==> config.mk <==
export PLATFORM = sky130hd
export DESIGN_NAME = pipe_stage_reg_flat
export DESIGN_NICKNAME = d
export VERILOG_FILES = /design/src/rtl/pipe_stage_reg_if.sv /design/src/rtl/pipe_stage_reg.sv /design/src/flat_wrapper.sv
export SDC_FILE = /design/constraint.sdc
export NUM_CORES = 1
export LEC_CHECK = 0
export BUFFER_PORTS_ARGS = -buffer_cell sky130_fd_sc_hd__buf_4
export CORE_ASPECT_RATIO = 1.5
export CORE_MARGIN = 2
export CORE_UTILIZATION = 59
export DETAILED_ROUTE_END_ITERATION = 12
export PLACE_DENSITY = 0.95
export RECOVER_POWER = 50
export SLEW_MARGIN = 20
export SYNTH_ARGS = -nofsm -noshare
export SYNTH_HDL_FRONTEND = slang
export SYNTH_SLANG_ARGS = --single-unit
==> constraint.sdc <==
create_clock -name clock -period 36 [get_ports clock]
set_clock_uncertainty 0.05 [all_clocks]
set_input_delay 9 -clock clock [delete_from_list [all_inputs] [get_ports clock]]
set_output_delay 9 -clock clock [all_outputs]
set_load 0.1 [all_outputs]
==> src/rtl/pipe_stage_reg_if.sv <==
// Handshake bundle for pipe_stage_reg: upstream (in_*) and downstream (out_*) sides.
interface pipe_stage_reg_if #(
  parameter int unsigned CTRL_W = 16,
  parameter int unsigned DATA_W = 128,
  parameter int unsigned PC_W   = 32
);
  logic              in_valid;
  logic              in_ready;
  logic [CTRL_W-1:0] in_ctrl;
  logic [DATA_W-1:0] in_data;
  logic [PC_W-1:0]   in_pc;
  logic              out_valid;
  logic              out_ready;
  logic [CTRL_W-1:0] out_ctrl;
  logic [DATA_W-1:0] out_data;
  logic [PC_W-1:0]   out_pc;

  // Environment view: produces upstream entries and downstream ready.
  modport master (
    output in_valid, in_ctrl, in_data, in_pc, out_ready,
    input  in_ready, out_valid, out_ctrl, out_data, out_pc
  );

  // Stage view.
  modport slave (
    input  in_valid, in_ctrl, in_data, in_pc, out_ready,
    output in_ready, out_valid, out_ctrl, out_data, out_pc
  );
endinterface

==> src/rtl/pipe_stage_reg.sv <==
// Handshaked pipeline stage register with optional skid entry, hazard bubbles,
// flush kill and saturating stall/bubble counters.
module pipe_stage_reg #(
  parameter int unsigned CTRL_W = 16,
  parameter int unsigned DATA_W = 128,
  parameter int unsigned PC_W   = 32,
  parameter int unsigned CNT_W  = 16,
  parameter int unsigned SKID   = 1
) (
  input  logic             clock,
  input  logic             reset,
  input  logic             flush,
  input  logic             hazard_detected,
  input  logic             clear_counts,
  pipe_stage_reg_if.slave  bus,
  output logic [CNT_W-1:0] stall_count,
  output logic [CNT_W-1:0] bubble_count
);

  typedef enum logic [1:0] {S_EMPTY, S_FULL, S_SKID} state_t;

  state_t            state_q, state_d;
  logic [CTRL_W-1:0] main_ctrl_q, main_ctrl_d, skid_ctrl_q, skid_ctrl_d;
  logic [DATA_W-1:0] main_data_q, main_data_d, skid_data_q, skid_data_d;
  logic [PC_W-1:0]   main_pc_q, main_pc_d, skid_pc_q, skid_pc_d;
  logic [CNT_W-1:0]  stall_cnt_q, stall_cnt_d, bubble_cnt_q, bubble_cnt_d;

  logic out_valid, skid_valid, in_ready, accept, drain, bubble_inc, stall_inc;

  assign out_valid  = (state_q != S_EMPTY);
  assign skid_valid = (state_q == S_SKID);

  always_comb begin
    if (SKID != 0) in_ready = !skid_valid && !hazard_detected && !flush;
    else           in_ready = (!out_valid || bus.out_ready) && !hazard_detected && !flush;
  end

  assign accept    = bus.in_valid && in_ready;
  assign drain     = out_valid && bus.out_ready;
  assign stall_inc = out_valid && !bus.out_ready;

  always_comb begin
    state_d     = state_q;
    main_ctrl_d = main_ctrl_q;
    main_data_d = main_data_q;
    main_pc_d   = main_pc_q;
    skid_ctrl_d = skid_ctrl_q;
    skid_data_d = skid_data_q;
    skid_pc_d   = skid_pc_q;
    bubble_inc  = 1'b0;
    if (flush) begin
      state_d     = S_EMPTY;
      main_ctrl_d = '0;
      main_data_d = '0;
      main_pc_d   = bus.in_pc;
    end else if (hazard_detected) begin
      // A bubble only overwrites main when its current occupant is leaving.
      if (state_q == S_EMPTY || (state_q == S_FULL && drain)) begin
        state_d     = S_EMPTY;
        main_ctrl_d = '0;
        main_data_d = '0;
        main_pc_d   = bus.in_pc;
        bubble_inc  = 1'b1;
      end
    end else begin
      unique case (state_q)
        S_EMPTY: begin
          if (accept) begin
            state_d     = S_FULL;
            main_ctrl_d = bus.in_ctrl;
            main_data_d = bus.in_data;
            main_pc_d   = bus.in_pc;
          end
        end
        S_FULL: begin
          if (drain && accept) begin
            main_ctrl_d = bus.in_ctrl;
            main_data_d = bus.in_data;
            main_pc_d   = bus.in_pc;
          end else if (drain) begin
            state_d     = S_EMPTY;
            main_ctrl_d = '0;
          end else if (accept) begin
            state_d     = S_SKID;
            skid_ctrl_d = bus.in_ctrl;
            skid_data_d = bus.in_data;
            skid_pc_d   = bus.in_pc;
          end
        end
        S_SKID: begin
          if (drain) begin
            state_d     = S_FULL;
            main_ctrl_d = skid_ctrl_q;
            main_data_d = skid_data_q;
            main_pc_d   = skid_pc_q;
          end
        end
        default: state_d = S_EMPTY;
      endcase
    end
  end

  always_comb begin
    stall_cnt_d  = stall_cnt_q;
    bubble_cnt_d = bubble_cnt_q;
    if (clear_counts) begin
      stall_cnt_d  = '0;
      bubble_cnt_d = '0;
    end else begin
      if (stall_inc && stall_cnt_q != '1)   stall_cnt_d  = stall_cnt_q + 1'b1;
      if (bubble_inc && bubble_cnt_q != '1) bubble_cnt_d = bubble_cnt_q + 1'b1;
    end
  end

  always_ff @(posedge clock or posedge reset) begin
    if (reset) begin
      state_q      <= S_EMPTY;
      main_ctrl_q  <= '0;
      main_data_q  <= '0;
      main_pc_q    <= '0;
      skid_ctrl_q  <= '0;
      skid_data_q  <= '0;
      skid_pc_q    <= '0;
      stall_cnt_q  <= '0;
      bubble_cnt_q <= '0;
    end else begin
      state_q      <= state_d;
      main_ctrl_q  <= main_ctrl_d;
      main_data_q  <= main_data_d;
      main_pc_q    <= main_pc_d;
      skid_ctrl_q  <= skid_ctrl_d;
      skid_data_q  <= skid_data_d;
      skid_pc_q    <= skid_pc_d;
      stall_cnt_q  <= stall_cnt_d;
      bubble_cnt_q <= bubble_cnt_d;
    end
  end

  assign bus.in_ready  = in_ready;
  assign bus.out_valid = out_valid;
  assign bus.out_ctrl  = main_ctrl_q;
  assign bus.out_data  = main_data_q;
  assign bus.out_pc    = main_pc_q;
  assign stall_count   = stall_cnt_q;
  assign bubble_count  = bubble_cnt_q;

endmodule

==> src/flat_wrapper.sv <==
// flat-port wrapper written by rule: the top's interface ports become plain ports
module pipe_stage_reg_flat 
#(
  parameter int unsigned CTRL_W = 16,
  parameter int unsigned DATA_W = 128,
  parameter int unsigned PC_W   = 32,
  parameter int unsigned CNT_W  = 16,
  parameter int unsigned SKID   = 1
)
  (clock, reset, flush, hazard_detected, clear_counts, stall_count, bubble_count, bus_in_valid, bus_in_ctrl, bus_in_data, bus_in_pc, bus_out_ready, bus_in_ready, bus_out_valid, bus_out_ctrl, bus_out_data, bus_out_pc);
  pipe_stage_reg_if #(.CTRL_W(CTRL_W), .DATA_W(DATA_W), .PC_W(PC_W)) bus_i ();
  input  logic clock;
  input  logic reset;
  input  logic flush;
  input  logic hazard_detected;
  input  logic clear_counts;
  output logic [CNT_W-1:0] stall_count;
  output logic [CNT_W-1:0] bubble_count;
  input wire logic [$bits(bus_i.in_valid)-1:0] bus_in_valid;
  input wire logic [$bits(bus_i.in_ctrl)-1:0] bus_in_ctrl;
  input wire logic [$bits(bus_i.in_data)-1:0] bus_in_data;
  input wire logic [$bits(bus_i.in_pc)-1:0] bus_in_pc;
  input wire logic [$bits(bus_i.out_ready)-1:0] bus_out_ready;
  output wire logic [$bits(bus_i.in_ready)-1:0] bus_in_ready;
  output wire logic [$bits(bus_i.out_valid)-1:0] bus_out_valid;
  output wire logic [$bits(bus_i.out_ctrl)-1:0] bus_out_ctrl;
  output wire logic [$bits(bus_i.out_data)-1:0] bus_out_data;
  output wire logic [$bits(bus_i.out_pc)-1:0] bus_out_pc;
  assign bus_i.in_valid = bus_in_valid;
  assign bus_i.in_ctrl = bus_in_ctrl;
  assign bus_i.in_data = bus_in_data;
  assign bus_i.in_pc = bus_in_pc;
  assign bus_i.out_ready = bus_out_ready;
  assign bus_in_ready = bus_i.in_ready;
  assign bus_out_valid = bus_i.out_valid;
  assign bus_out_ctrl = bus_i.out_ctrl;
  assign bus_out_data = bus_i.out_data;
  assign bus_out_pc = bus_i.out_pc;
  pipe_stage_reg #(.CTRL_W(CTRL_W), .DATA_W(DATA_W), .PC_W(PC_W), .CNT_W(CNT_W), .SKID(SKID)) u_core (.clock(clock), .reset(reset), .flush(flush), .hazard_detected(hazard_detected), .clear_counts(clear_counts), .bus(bus_i), .stall_count(stall_count), .bubble_count(bubble_count));
endmodule
==> out/metrics.cfg <==
[status]
status = finished, violations left
violations = max-capacitance violations, max-slew violations

[routing]
viasPerCell = 5.87
vias = 12678
drtAntennaViolNets = 0
dr.first_iter.drc_count = 636
wl_mm = 45.2
drc = 0
routedWlPerCell_um = 20.9
dr.pass1.iters = 5

[clocking]
post_cts_buffers = 0
clockBufferDepth = 3
clock-sinks = 386
htreeDepth = 2
cts_buffers = 36
post_cts_resized = 0
clk_transition_reported_paths_ns = 0.06
cts_tree = built
hold_buffers = 0
clk_latency_ns = 0.52
root_buffer = clkbuf_16

[synth]
yosysSeqAreaShare_pct = 54.1
ys_ff_latch = 386
netlist_area_mm2 = 0.0179
yosysMostFrequentCell = dfrtp_1
yosys_warnings = 0
syn_area_per_cell_um2 = 12.9
synth_flop_cell = dfrtp_1
synth_edf_count = 0
syn-instance-count = 1385
synth_common_cells = dfrtp_1, mux2_2, nor2_1
syn-num-nets = 1574
synth_top_area_share_pct = 54.1
synthDistinctLibCells = 46
synth-async-reset-ratio_pct = 100
yosysTopAreaCell = dfrtp_1
synth_area_leaders = dfrtp_1, mux2_2, mux2i_1, mux2_1, nor2_1

[layout]
area_delta_synth_final_pct = 20.0
final_net_count = 1928
drive_gt1_share_pct = 31.8
final_cells = 2161
fin_area_mm2 = 0.0214

[power_and_ir_drop]
ir_drop_mv = 0.0580
pwr-share-seq_pct = 44.6
swShare_pct = 33.5
powerDensity_mw_per_mm2 = 58.0
leakagePower_nw = 9.86
p_clk_share_pct = 30.8
pwr-share-comb_pct = 24.5
p_sw_uw = 417
intPower_uw = 828

[grt]
grt_pass1_wl_mm = 71.6
grt_max_degree = 171
grt_overflow_total = 0
grt_pass1_vias = 13493
grt_usage_pct = 28.1
grt_antenna_before_repair = 1

[floorplanning]
core-area_mm2 = 0.0301
die_w_um = 146
die-area_mm2 = 0.0317
die_h_um = 217
io_pins = 393
start_util_pct = 59.4
rows = 78

[sta]
rsz0062_at_grt = no
fmax_ghz = 0.0489
setup_slack_ns = 15.56
drv_slew = 476
setup_viol = 0
hold_viol = 0
max_slew.worst_pin.slew_ns = 8.74
setup_tns_ns = 0
fin_crit_sh_pct = 56.8
maxSlewHeadroom_pct = -483
fin_crit_ns = 20.44

[placement]
portBuffers = 392
routabilityCongestion = 0.818
dp_slack_ns = 17.11
place.detailed.hpwl_mm = 29.4
dp_cells = 2101
place_area_mm2 = 0.0210

[worst_setup_path]
crit_required_ns = 34.38
max_stage_delay_ns = 6.33
crit_slowest_cell = clkbuf_1
crit_arrival_ns = 18.82
path_max_fanout = 170
worstSetupPathType = in -> async
path_cells = clkbuf_4 -> clkinvlp_2 -> clkbuf_1
critPathLaunchType = input pin
end_kind = async pin

[job]
max_cap_violations = 6

[worst_hold_path]
hold_path_class = reg -> reg

logic make-up after synthesis:
family | count (synthesis) | share of synthesized area, %
compound gates | 85 | 3.12
fa+ha+maj | 6 | 0.420
buf+inv | 97 | 2.44
flops | 386 | 54.1
mux | 529 | 32.4
simple gates | 282 | 7.51
flip-flops by register name, indices dropped and copies added (netlist names), 16 cells and up:
register / flops
u_core.skid_pc_q: 32
u_core.stall_count: 16
u_core.bus.out_ctrl: 16
u_core.skid_ctrl_q: 16
u_core.skid_data_q: 128
u_core.bus.out_data: 128
u_core.bubble_count: 16
u_core.bus.out_pc: 32
worst max-delay path, delay by kind of cell:
kind                   cells  cell delay (ns)
buffers and inverters      3             9.46
per-layer routing:
layer  part of all wire [%]  wire [µm]  global-route usage [%]  up-vias
li1                       -          -                       -     5604
met1                     36      16100                    32.0     6479
met2                     54      24200                    50.8      437
met3                    5.4       2420                    4.80      158
met4                    5.5       2500                    14.5        0
met5                      0          0                       0        -
area by class of cell:
cell class | count | area [µm²]
Inverter | 8 | 31.3
Fill cell | 2084 | 8620
Antenna cell | 1 | 2.50
Clock inverter | 12 | 164
Sequential cell | 386 | 9660
Timing Repair Buffer | 405 | 2320
Multi-Input combinational cell | 902 | 7770
Clock buffer | 47 | 993
Tap cell | 400 | 500
cell usage in the layout (no fill, tap or decap), drive strengths merged, types with 16 or more instances in the layout:
master	netlist	layout
mux2	399	399
mux2i	130	130
nor2	150	150
a21oi	48	48
nand3	33	33
buf	37	212
nor2b	34	34
clkbuf	52	240
dfrtp	386	386
nand2	16	16
final timing paths:
path                                         startpoint                      end  slack, ns  cells after the start
worst min register to register  u_core.bus.out_data[55]  u_core.bus.out_data[55]       0.43                      1
worst max register to register        u_core.state_q[1]   u_core.skid_data_q[53]      30.98                      7
worst max-delay path                              reset   u_core.skid_ctrl_q[10]      15.56                      3
max in group clock                      hazard_detected             bus_in_ready      17.10                      4
min in group asynchronous                         reset  u_core.bus.out_data[31]      10.11                      2
worst min-delay path            u_core.bus.out_data[55]  u_core.bus.out_data[55]       0.43                      1
through the flow:
| stage | util [%] | power (mW) | hold WS (ns) |
|---|---|---|---|
| floorplan | - | 0.795 | 0.424 |
| global placement | 70.0 | 0.863 | 0.419 |
| detailed placement | 70.0 | 0.881 | 0.426 |
| CTS | 73.9 | 1.27 | 0.441 |
| global route | 71.3 | 1.29 | 0.446 |
| finish | 71.3 | 1.24 | 0.434 |
power by group through the flow:
stage	Sequential, mW	Clock [mW]	Combinational, mW
6_report	0.555	0.384	0.305
5_1_grt	0.562	0.406	0.320
4_1_cts	0.554	0.391	0.325
3_5_place_dp	0.559	0	0.322
3_3_place_gp	0.551	0	0.312
2_1_floorplan	0.681	0	0.114
(Power assumes the default switching activity.)
